<file path="src/rtl/vram_arbiter_pkg.sv">
// Shared frame-buffer geometry and arbiter state encodings, common to the
// VGA timing block and the VRAM arbiter.
package vram_arbiter_pkg;

  localparam int H_ACTIVE    = 640;
  localparam int V_ACTIVE    = 480;
  localparam int SCALE_SHIFT = 3;
  localparam int FB_AW       = 13;
  localparam int FB_W        = H_ACTIVE >> SCALE_SHIFT;
  localparam int FB_DEPTH    = FB_W * (V_ACTIVE >> SCALE_SHIFT);

  localparam int COL_W = 10;
  localparam int ROW_W = 9;
  localparam int RGB_W = 3;

  localparam logic [1:0] S_IDLE = 2'd0;
  localparam logic [1:0] S_RD   = 2'd1;
  localparam logic [1:0] S_RDW  = 2'd2;
  localparam logic [1:0] S_WR   = 2'd3;

  function automatic logic fb_in_range(input logic [FB_AW-1:0] addr);
    return int'(addr) < FB_DEPTH;
  endfunction

endpackage

</file>
<file path="src/rtl/vram_arbiter_if.sv">
// MiniAlu pixel-write channel: request held with address/data until a
// one-cycle ack (optionally flagged as an out-of-range error).
interface vram_arbiter_if;
  import vram_arbiter_pkg::*;

  logic             wr_req;
  logic [FB_AW-1:0] wr_addr;
  logic [RGB_W-1:0] wr_data;
  logic             wr_ack;
  logic             wr_err;

  modport master (output wr_req, wr_addr, wr_data, input wr_ack, wr_err);
  modport slave  (input wr_req, wr_addr, wr_data, output wr_ack, wr_err);

endinterface

</file>
<file path="src/rtl/vram_addr_gen.sv">
// Maps the current scan position to a frame-buffer cell address and
// reports whether the position lies inside the visible area.
module vram_addr_gen
  import vram_arbiter_pkg::*;
(
  input  logic [COL_W-1:0] column_count,
  input  logic [ROW_W-1:0] row_count,
  output logic [FB_AW-1:0] rd_addr,
  output logic             vis
);

  localparam logic [FB_AW-1:0] FB_W_A = FB_AW'(FB_W);

  logic [FB_AW-1:0] cell_col;
  logic [FB_AW-1:0] cell_row;

  assign cell_col = FB_AW'(column_count >> SCALE_SHIFT);
  assign cell_row = FB_AW'(row_count >> SCALE_SHIFT);
  assign rd_addr  = cell_row * FB_W_A + cell_col;
  assign vis      = (column_count < COL_W'(H_ACTIVE)) && (row_count < ROW_W'(V_ACTIVE));

endmodule

</file>
<file path="src/rtl/vram_arbiter.sv">
// Single-port frame-buffer arbiter: scanout reads take priority, MiniAlu
// writes fill the idle RAM cycles, and the fetched pixel drives the VGA pins.
module vram_arbiter
  import vram_arbiter_pkg::*;
(
  input  logic             Clock,
  input  logic             Reset,
  input  logic [COL_W-1:0] column_count,
  input  logic [ROW_W-1:0] row_count,
  vram_arbiter_if.slave    wr_bus,
  output logic [FB_AW-1:0] ram_addr,
  output logic             ram_we,
  output logic [RGB_W-1:0] ram_din,
  input  logic [RGB_W-1:0] ram_dout,
  output logic [RGB_W-1:0] pixel_rgb,
  output logic             frame_start
);

  logic [COL_W-1:0] col_q_reg;
  logic [ROW_W-1:0] row_q_reg;
  logic             evt;
  logic             vis;
  logic             rd_hit;
  logic [FB_AW-1:0] rd_addr;

  logic [1:0]       state_reg;
  logic [1:0]       state_next;
  logic             rd_pending_reg;
  logic [FB_AW-1:0] rd_addr_reg;
  logic [RGB_W-1:0] pix_reg;
  logic [2:0]       vis_pipe_reg;
  logic             frame_start_reg;
  logic             wr_in_range;

  vram_addr_gen u_addr_gen (
    .column_count (column_count),
    .row_count    (row_count),
    .rd_addr      (rd_addr),
    .vis          (vis)
  );

  assign evt         = (column_count != col_q_reg) || (row_count != row_q_reg);
  assign rd_hit      = evt && vis;
  assign wr_in_range = fb_in_range(wr_bus.wr_addr);

  always_comb begin
    state_next = S_IDLE;
    case (state_reg)
      S_IDLE: begin
        if (rd_hit || rd_pending_reg) state_next = S_RD;
        else if (wr_bus.wr_req)       state_next = S_WR;
        else                          state_next = S_IDLE;
      end
      S_RD:    state_next = S_RDW;
      S_RDW:   state_next = S_IDLE;
      S_WR:    state_next = S_IDLE;
      default: state_next = S_IDLE;
    endcase
  end

  always_ff @(posedge Clock) begin
    if (Reset) begin
      col_q_reg       <= '0;
      row_q_reg       <= '0;
      state_reg       <= S_IDLE;
      rd_pending_reg  <= 1'b0;
      rd_addr_reg     <= '0;
      pix_reg         <= '0;
      vis_pipe_reg    <= '0;
      frame_start_reg <= 1'b0;
    end else begin
      col_q_reg       <= column_count;
      row_q_reg       <= row_count;
      state_reg       <= state_next;
      vis_pipe_reg    <= {vis_pipe_reg[1:0], vis};
      frame_start_reg <= evt && (column_count == '0) && (row_count == '0);
      if (state_reg == S_RDW) pix_reg <= ram_dout;
      // The newest visible position always wins; an older unserved one is stale.
      if (rd_hit) rd_addr_reg <= rd_addr;
      if (state_reg == S_IDLE) rd_pending_reg <= 1'b0;
      else if (rd_hit)         rd_pending_reg <= 1'b1;
    end
  end

  // RAM port and write handshake decode straight from the state; a request
  // withdrawn during S_WR is neither written nor acked.
  always_comb begin
    ram_addr       = '0;
    ram_we         = 1'b0;
    ram_din        = '0;
    wr_bus.wr_ack  = 1'b0;
    wr_bus.wr_err  = 1'b0;
    if (!Reset) begin
      case (state_reg)
        S_RD: ram_addr = rd_addr_reg;
        S_WR: begin
          if (wr_bus.wr_req) begin
            wr_bus.wr_ack = 1'b1;
            if (wr_in_range) begin
              ram_we   = 1'b1;
              ram_addr = wr_bus.wr_addr;
              ram_din  = wr_bus.wr_data;
            end else begin
              wr_bus.wr_err = 1'b1;
            end
          end
        end
        default: ;
      endcase
    end
  end

  assign pixel_rgb   = vis_pipe_reg[2] ? pix_reg : '0;
  assign frame_start = frame_start_reg;

endmodule
</file>
<file path="src/flat_wrapper.sv">
// flat-port wrapper written by rule: the top's interface ports become plain ports
module vram_arbiter_flat import vram_arbiter_pkg::*;
  (Clock, Reset, column_count, row_count, ram_addr, ram_we, ram_din, ram_dout, pixel_rgb, frame_start, wr_bus_wr_req, wr_bus_wr_addr, wr_bus_wr_data, wr_bus_wr_ack, wr_bus_wr_err);
  vram_arbiter_if wr_bus_i ();
  input  logic Clock;
  input  logic Reset;
  input  logic [COL_W-1:0] column_count;
  input  logic [ROW_W-1:0] row_count;
  output logic [FB_AW-1:0] ram_addr;
  output logic ram_we;
  output logic [RGB_W-1:0] ram_din;
  input  logic [RGB_W-1:0] ram_dout;
  output logic [RGB_W-1:0] pixel_rgb;
  output logic frame_start;
  input wire logic [$bits(wr_bus_i.wr_req)-1:0] wr_bus_wr_req;
  input wire logic [$bits(wr_bus_i.wr_addr)-1:0] wr_bus_wr_addr;
  input wire logic [$bits(wr_bus_i.wr_data)-1:0] wr_bus_wr_data;
  output wire logic [$bits(wr_bus_i.wr_ack)-1:0] wr_bus_wr_ack;
  output wire logic [$bits(wr_bus_i.wr_err)-1:0] wr_bus_wr_err;
  assign wr_bus_i.wr_req = wr_bus_wr_req;
  assign wr_bus_i.wr_addr = wr_bus_wr_addr;
  assign wr_bus_i.wr_data = wr_bus_wr_data;
  assign wr_bus_wr_ack = wr_bus_i.wr_ack;
  assign wr_bus_wr_err = wr_bus_i.wr_err;
  vram_arbiter u_core (.Clock(Clock), .Reset(Reset), .column_count(column_count), .row_count(row_count), .wr_bus(wr_bus_i), .ram_addr(ram_addr), .ram_we(ram_we), .ram_din(ram_din), .ram_dout(ram_dout), .pixel_rgb(pixel_rgb), .frame_start(frame_start));
endmodule
</file>
<file path="config.mk">
export PLATFORM = sky130hd
export DESIGN_NAME = vram_arbiter_flat
export DESIGN_NICKNAME = d
export VERILOG_FILES = /design/src/rtl/vram_arbiter_pkg.sv /design/src/rtl/vram_arbiter_if.sv /design/src/rtl/vram_addr_gen.sv /design/src/rtl/vram_arbiter.sv /design/src/flat_wrapper.sv
export SDC_FILE = /design/constraint.sdc
export NUM_CORES = 1
export LEC_CHECK = 0
export BUFFER_PORTS_ARGS = -buffer_cell sky130_fd_sc_hd__clkbuf_2
export CAP_MARGIN = 20
export CELL_PAD_IN_SITES_DETAIL_PLACEMENT = 1
export CELL_PAD_IN_SITES_GLOBAL_PLACEMENT = 1
export CORE_ASPECT_RATIO = 2
export CORE_MARGIN = 2
export CORE_UTILIZATION = 30
export CTS_CLUSTER_DIAMETER = 150
export DETAILED_ROUTE_END_ITERATION = 8
export PLACE_DENSITY_LB_ADDON = 0.1
export SYNTH_ARGS = -nofsm -noshare
export SYNTH_HDL_FRONTEND = slang
export SYNTH_HIERARCHICAL = 1
export SYNTH_SLANG_ARGS = --single-unit
</file>
<file path="constraint.sdc">
create_clock -name Clock -period 6.25 [get_ports Clock]
set_input_delay 0.9375 -clock Clock [delete_from_list [all_inputs] [get_ports Clock]]
set_output_delay 0.9375 -clock Clock [all_outputs]
set_load 0.03 [all_outputs]
</file>
==> flow_summary.ini, run 1 <==
[power_and_ir_drop]
p_seq_share_pct = 40.7
power_frac_comb_pct = 24.3
switching_share_pct = 29.9
p_sw_w = 0.000230
power_density_nw_per_um2 = 238
cellLeakagePower_nw = 1.32
p_total_w = 0.000768
power.share.clock_pct = 35.0
ir_worst_vdd_mv = 0.119
intPower_w = 0.000539

[yosys]
ys_top_cells_by_area = dfxtp_1 (31%), nor2b_1 (8.3%), xnor2_1 (7.4%)
synth_common_cells = dfxtp_1 (42), nor2b_1 (36), a21oi_1 (29)
yosysTopAreaCell = dfxtp_1
synth_area_per_cell_um2 = 8.44
yosysMostFrequentCell = dfxtp_1
seq_area_frac_synth_pct = 30.8
synth_edf_count = 0
synthArstFlopShare_pct = 0
ys_warn_count = 6
syn-num-nets = 377
syn_inst = 323
synth_area_um2 = 2730
synth_flop_cell = dfxtp_1
synth.top_cell.area_share_pct = 30.8
synth_seq_cells = 42
synth_cell_types = 47

[drt]
drtAntennaViolNets = 0
via_count = 2466
first_pass_iters = 4
wl_per_cell_um = 15.4
drcViolationCount = 0
drt_iter0_markers = 60
viasPerCell = 5.19
postRouteWirelength_mm = 7.32

[min_path]
holdPathEnd = u_core/vis_pipe_reg[2]
holdCritPathClass = reg -> reg
holdPathStages = 1
hp-start = u_core/vis_pipe_reg[1]

[worst_setup_path]
timing.rr.start = u_core/col_q_reg[3]
cp.arrival_ns = 2.41
r2r-end = u_core/state_reg[0]
crit_path_end_kind = output port
startpoint = wr_bus_wr_addr[6]
r2r_setup_slack_ns = 4.50
path_class = in -> out
worstSetupStartpointType = input port
critPathRequiredTime_ns = 5.31
critPathMaxFanout = 13
worst-r2r-cell-count = 5

[placed_design]
place_area_um2 = 3070
portBuffers = 63
numPlacedInstances = 467
gp_congestion = 0.718
dpl.hpwl_mm = 5.62

[global_route]
grt_max_degree = 69
overflow = 0
gr-usage-all-layers_pct = 14.8
antenna_found_initial = 0
grt_pass1_wl_mm = 11.9
grt_pass1_vias = 2400

[finish]
final_util_pct = 36.3
largest_reg_flops = 13
n_antenna_cell = 0
layout.nets = 426
syn_to_final_growth_pct = 18.2
final_layout_size_suffix_gt1_share_pct = 25.2
fin_cells = 475
final_area_um2 = 3220

[floorplanning]
coreArea_um2 = 8890
rows = 49
die_w_um = 71.4
start_util_pct = 30.7
die_h_um = 139
die_area_um2 = 9910
io-pin-count = 64

[timing]
setup_viol = 0
fin_crit_sh_pct = 53.6
max_freq_mhz = 299
rsz0062_at_grt = false
drv_slew = 0
hold_viol_final = 0
fin_worst_skew_ns = 0.00738
finalSetupTns_ns = 0
slew_headroom_pct = 54.4
worst_pin_slew_ns = 0.684
post-route-min-period_ns = 3.35

[clock_network]
clockRootBuffer = clkbuf_16
clkTransAtPathRegs_ns = 0.06
hold_buffers = 0
postCtsResizedCells = 0
cts_setup_buffers = 0
htreeDepth = 2
cts_inserted_buffers = 5
clockBufferDepth = 2
clock_latency_ns = 0.28
cts_tree = done
cts.sinks = 42

[run_status]
outcome = completed

[flow_run]
max-cap-violations = 0
==> power groups by stage <==
stage	Clock [W]	Combinational (W)	Sequential [W]
4_1_cts	0.000277	0.000191	0.000314
5_1_grt	0.000290	0.000209	0.000317
2_1_floorplan	0	0.000144	0.000310
3_5_place_dp	0	0.000190	0.000320
6_report	0.000269	0.000186	0.000313
3_3_place_gp	0	0.000187	0.000318
==> logic make-up (layout without fill, tap and decap cells) <==
| kind of cell | count (synthesis) | count (layout) | synth area share, % |
|---|---|---|---|
| muxes | 3 | 3 | 1.10 |
| DFF | 42 | 42 | 30.8 |
| buffers and inverters | 26 | 76 | 4.96 |
| adders and majority gates | 13 | 13 | 6.52 |
| and+or+nand+nor | 152 | 152 | 32.3 |
| AOI/OAI and AO/OA | 61 | 61 | 15.7 |
| xor gates and xnor gates | 26 | 26 | 8.63 |
==> worst max-delay path: stages <==
cell,delay [ns]
clkbuf_2,0.09
a21o_1,0.17
a211o_1,0.35
a21oi_4,0.40
a21oi_1,0.13
nor2_1,0.11
clkbuf_2,0.23
==> layout make-up <==
| cell class | instances | area, µm² |
|---|---|---|
| clock buffers | 7 | 143 |
| clock inverters | 1 | 8.76 |
| fillers | 1073 | 5670 |
| inverters | 2 | 7.51 |
| multi-input cells | 255 | 1760 |
| flip-flops and latches | 42 | 841 |
| well taps | 102 | 128 |
| repair buffers | 66 | 338 |
==> metrics by stage <==
step                      setup slack (ns)  hold WS (ns)
after floorplan                       3.07         0.414
after global placement                2.85         0.420
after global routing                  2.69         0.459
final                                 2.90         0.436
after detailed placement              2.81         0.428
after CTS                             2.86         0.444
==> routing by layer <==
metal / vias to the layer above / wire length, µm / GRT usage [%]
li1: 1244 / - / -
met2: 54 / 4030 / 27.5
met3: 5 / 270 / 1.96
met4: 0 / 89 / 4.17
met5: - / 0 / 0
met1: 1163 / 2920 / 17.2
==> layout by cell type, fill, tap and decap left out, types with 2 or more instances in the layout <==
cell,n
clkbuf_2,63
nand3_1,5
buf_4,3
nor2_1,28
inv_1,2
and3_1,5
fa_1,2
a21oi_2,5
nand4_1,20
nand2b_1,2
xnor2_1,23
o311ai_1,13
nor2_2,5
nor2b_1,36
nand2_1,19
clkbuf_16,5
nor3b_1,13
dfxtp_1,42
nor4_1,6
or2_1,2
mux2i_1,3
ha_1,11
a21boi_1,2
nand3_2,2
a21o_1,2
and2_1,3
xor2_1,2
a21oi_1,29
==> worst max-delay path by stage <==
stage                                  end  slack (ns)  depth (start not counted)
floorplan                     ram_addr[10]        3.07                          6
global placement               ram_addr[9]        2.85                          5
detailed placement  u_core/rd_addr_reg[12]        2.81                         12
CTS                            ram_addr[9]        2.86                          5
global route                  ram_addr[12]        2.69                          5
finish                         ram_addr[9]        2.90                          7
Note: power is estimated with default switching activity, not from simulation.
==> inputs of run 2 (changes only) <==
==> constraint.sdc (replaced) <==
create_clock -name Clock -period 3.45 [get_ports Clock]
set_input_delay 0.5175 -clock Clock [delete_from_list [all_inputs] [get_ports Clock]]
set_output_delay 0.5175 -clock Clock [all_outputs]
set_load 0.03 [all_outputs]
==> run 2 against run 1 <==
  * Die area is the same
  * Setup slack lost 2.2 ns
  * Critical path depth grew 5
  * Register-to-register slack lost 2.8 ns
  * Clock power grew 74%
  * Flip-flop and latch count is the same
  * Sequential share of layout area shrank 0.11 points
  * Cell count grew 0.63%
  * Final area grew 0.43%
  * Non-clock buffer count grew 3
  * Highest routed layer unchanged
==> flow_summary.ini, run 2 (same netlist as run 1, synthesis figures left out) <==
[global_route]
grt_pass1_wl_mm = 12.5
antenna_found_initial = 0
gr-usage-all-layers_pct = 15.4
overflow = 0
grt_pass1_vias = 2541
grt_max_degree = 69

[floorplanning]
io-pin-count = 64
die_w_um = 71.4
start_util_pct = 30.7
die_h_um = 139
rows = 49
die_area_um2 = 9910
coreArea_um2 = 8890

[finish]
layout.nets = 429
fin_cells = 478
n_antenna_cell = 0
syn_to_final_growth_pct = 18.7
final_layout_size_suffix_gt1_share_pct = 25.8
largest_reg_flops = 13
final_cell_mix = clkbuf_2 (63), dfxtp_1 (42), nor2b_1 (36)
mostFrequentLayoutCell = clkbuf_2
fillCellCount = 1083

[drt]
viasPerCell = 5.27
drcViolationCount = 0
drt_iter0_markers = 63
drtAntennaViolNets = 0
wl_per_cell_um = 15.6
first_pass_iters = 4
via_count = 2519
postRouteWirelength_mm = 7.47

[clock_network]
clockBufferDepth = 2
hold_buffers = 0
postCtsResizedCells = 0
cts_inserted_buffers = 5
cts_setup_buffers = 0
clockRootBuffer = clkbuf_16
cts_tree = done
clkTransAtPathRegs_ns = 0.06
htreeDepth = 2
cts.sinks = 42
clock_latency_ns = 0.29

[worst_setup_path]
cp.arrival_ns = 2.88
path_class = in -> reg
worstSetupStartpointType = input port
critPathRequiredTime_ns = 3.60
crit_path_end_kind = flop
critPathMaxFanout = 6

[power_and_ir_drop]
ir_worst_vdd_mv = 0.234
power_density_nw_per_um2 = 426
cellLeakagePower_nw = 1.33

[placed_design]
numPlacedInstances = 470
portBuffers = 63
gp_congestion = 0.719
dpl.hpwl_mm = 5.68

[timing]
rsz0062_at_grt = false
fin_worst_skew_ns = 0.00433
fin_crit_sh_pct = 79.2
setup_viol = 0
hold_viol_final = 0
worst_pin_slew_ns = 0.680
max_freq_mhz = 366
finalSetupTns_ns = 0
slew_headroom_pct = 54.7
post-route-min-period_ns = 2.73
drv_slew = 0

[flow_run]
max-cap-violations = 0

[run_status]
outcome = completed

[min_path]
holdCritPathClass = reg -> reg
[run 2: cell types whose count changed in the layout (fill, tap and decap cells not counted), sizes merged]
| cell | change |
|---|---|
| clkinv | +2 |
| inv | -1 |
| buf | +3 |
| clkbuf | -1 |
[run 2: final timing paths]
check	startpoint	endpoint	slack, ns	cells after the start
max	row_count[4]	u_core/rd_addr_reg[12]	0.72	12
min	u_core/vis_pipe_reg[1]	u_core/vis_pipe_reg[2]	0.44	1
max reg2reg	u_core/row_q_reg[6]	u_core/state_reg[0]	1.74	6
min reg2reg	u_core/vis_pipe_reg[1]	u_core/vis_pipe_reg[2]	0.44	1
[run 2: critical path, stage by stage]
cell and delay, ns:
clkbuf_2 0.14, ha_1 0.31, ha_1 0.24, fa_1 0.43, and3_1 0.22, or3_1 0.40, nand4_1 0.12, o211ai_2 0.08
nand2_1 0.08, nor2_1 0.05, a21oi_1 0.19, o311ai_1 0.10
[run 2: layout make-up]
type,instances,area [µm²],area share [%]
Multi-Input combinational cell,255,1760,54.3
Sequential cell,42,841,26.0
Timing Repair Buffer,69,360,11.1
Clock buffer,6,129,3.98
Tap cell,102,128,3.94
Clock inverter,2,13.8,0.425
Inverter,2,7.51,0.232
[run 2: metrics by stage]
stage	util [%]	cell area (µm²)	total power, W	hold slack [ns]	setup WS [ns]
after detailed placement	34.8	3090	0.000927	0.432	0.412
after global placement	34.8	3090	0.000918	0.418	0.469
final	36.4	3240	0.00138	0.445	0.718
after floorplan	-	2730	0.000822	0.414	0.768
after CTS	36.4	3240	0.00140	0.446	0.715
after global routing	36.4	3240	0.00146	0.456	0.527
[run 2: per-layer routing]
layer / track usage (%) / part of all wire (%) / up-vias
met4: 5.16 / 1.5 / 0
li1: - / - / 1249
met2: 28.9 / 56 / 56
met1: 17.3 / 39 / 1207
met3: 2.11 / 3.8 / 7
met5: 0 / 0 / -
[run 2: power breakdown]
group          internal, W  switching [W]  leakage (nW)
clock network     0.000269       0.000198        0.0708
registers         0.000532      0.0000289         0.349
logic             0.000155       0.000196         0.913
total             0.000956       0.000423          1.33
==> inputs of run 3 (changes only) <==
==> constraint.sdc (replaced) <==
create_clock -name Clock -period 2.7 [get_ports Clock]
set_input_delay 0.405 -clock Clock [delete_from_list [all_inputs] [get_ports Clock]]
set_output_delay 0.405 -clock Clock [all_outputs]
set_load 0.03 [all_outputs]
==> run 3 against run 2 <==
  * Setup slack worse by 0.49 ns
  * Die area is the same
  * Core utilization increased by 1.4 points
  * Sequential power is 28% higher
==> flow_summary.ini, run 3 (same netlist as run 1, synthesis figures left out) <==
[drt]
drcViolationCount = 0
first_pass_iters = 3
wl_per_cell_um = 15.3
via_count = 2538
viasPerCell = 5.17
drt_iter0_markers = 54
postRouteWirelength_mm = 7.49
drtAntennaViolNets = 0

[finish]
largest_reg_flops = 13
fillCellCount = 1096
final_cell_mix = clkbuf_2 (63), dfxtp_1 (42), nor2b_1 (36)
n_antenna_cell = 0
syn_to_final_growth_pct = 23.2
final_layout_size_suffix_gt1_share_pct = 28.3
mostFrequentLayoutCell = clkbuf_2
layout.nets = 442
fin_cells = 491

[clock_network]
cts_inserted_buffers = 5
cts.sinks = 42
cts_setup_buffers = 0
hold_buffers = 0
cts_tree = done
htreeDepth = 2
clkTransAtPathRegs_ns = 0.06
clockRootBuffer = clkbuf_16
postCtsResizedCells = 0
clockBufferDepth = 2
clock_latency_ns = 0.29

[timing]
finalSetupTns_ns = 0
drv_slew = 0
rsz0062_at_grt = false
max_freq_mhz = 404
hold_viol_final = 0
slew_headroom_pct = 54.3
worst_pin_slew_ns = 0.685
fin_crit_sh_pct = 91.6
setup_viol = 0
post-route-min-period_ns = 2.47
fin_worst_skew_ns = 0.00766

[placed_design]
numPlacedInstances = 483
dpl.hpwl_mm = 5.78
portBuffers = 63
gp_congestion = 0.743

[floorplanning]
die_w_um = 71.4
coreArea_um2 = 8890
io-pin-count = 64
start_util_pct = 30.7
die_area_um2 = 9910
rows = 49
die_h_um = 139

[global_route]
grt_max_degree = 69
grt_pass1_vias = 2575
gr-usage-all-layers_pct = 15.4
grt_pass1_wl_mm = 12.5
antenna_found_initial = 0
overflow = 0

[worst_setup_path]
critPathMaxFanout = 3
worstSetupStartpointType = input port
path_class = in -> reg
crit_path_end_kind = flop
cp.arrival_ns = 2.61
timing.rr.start = u_core/row_q_reg[6]
critPathRequiredTime_ns = 2.84
startpoint = row_count[4]
worst-r2r-cell-count = 6

[min_path]
holdCritPathClass = in -> reg
hp-start = ram_dout[1]
holdPathStages = 3

[power_and_ir_drop]
power_density_nw_per_um2 = 557
ir_worst_vdd_mv = 0.320
cellLeakagePower_nw = 1.40

[flow_run]
max-cap-violations = 0

[run_status]
outcome = completed
[run 3: cell count changes in the layout (fill, tap and decap cells not counted)]
cell / delta
bufinv_16: +1
clkinv_4: -1
clkinv_2: -1
clkinvlp_4: +1
buf_4: +13
[run 3: path summary, 6_finish.rpt]
kind | slack (ns) | to
max | 0.23 | u_core/rd_addr_reg[12]
min | 0.35 | u_core/pix_reg[1]
max reg2reg | 1.06 | u_core/state_reg[0]
min reg2reg | 0.45 | u_core/vis_pipe_reg[1]
[run 3: metal layers]
metal  global-route usage, %  vias to the layer above  share of wire, %
li1                        -                     1271                 -
met1                    17.0                     1204                40
met2                    28.8                       54                55
met3                    1.96                        9               3.4
met4                    6.06                        0               1.9
met5                       0                        -                 0
[run 3: power breakdown]
group / internal (W) / switching [W]
clock: 0.000437 / 0.000247
combinational: 0.000218 / 0.000253
sequential: 0.000680 / 0.0000357
[run 3: cell type report]
cell class	instances	area (µm²)	area share (%)
clock inverter	2	37.5	1.12
sequential	42	841	25.0
timing repair buffer	82	458	13.6
multi-input combinational	255	1760	52.3
tap	102	128	3.80
clock buffer	6	129	3.84
inverter	2	7.51	0.224
[run 3: critical path, cell delays in order]
cell and delay [ns]:
clkbuf_2 0.09, ha_1 0.29, ha_1 0.23, fa_1 0.39
and3_1 0.20, or3_1 0.40, nand4_1 0.13, o211ai_2 0.08
nand2_1 0.08, nor2_1 0.05, a21oi_1 0.17, o311ai_1 0.10
[run 3: through the flow]
stage	setup slack, ns	instance area [µm²]	power [W]	hold slack [ns]	util (%)
finish	0.228	3360	0.00187	0.354	37.8
global route	0.0174	3360	0.00198	0.383	37.8
CTS	0.223	3360	0.00190	0.358	37.8
detailed placement	-0.0778	3190	0.00121	0.441	35.9
global placement	-0.0382	3190	0.00120	0.416	35.9
floorplan	0.130	2730	0.00105	0.414	-
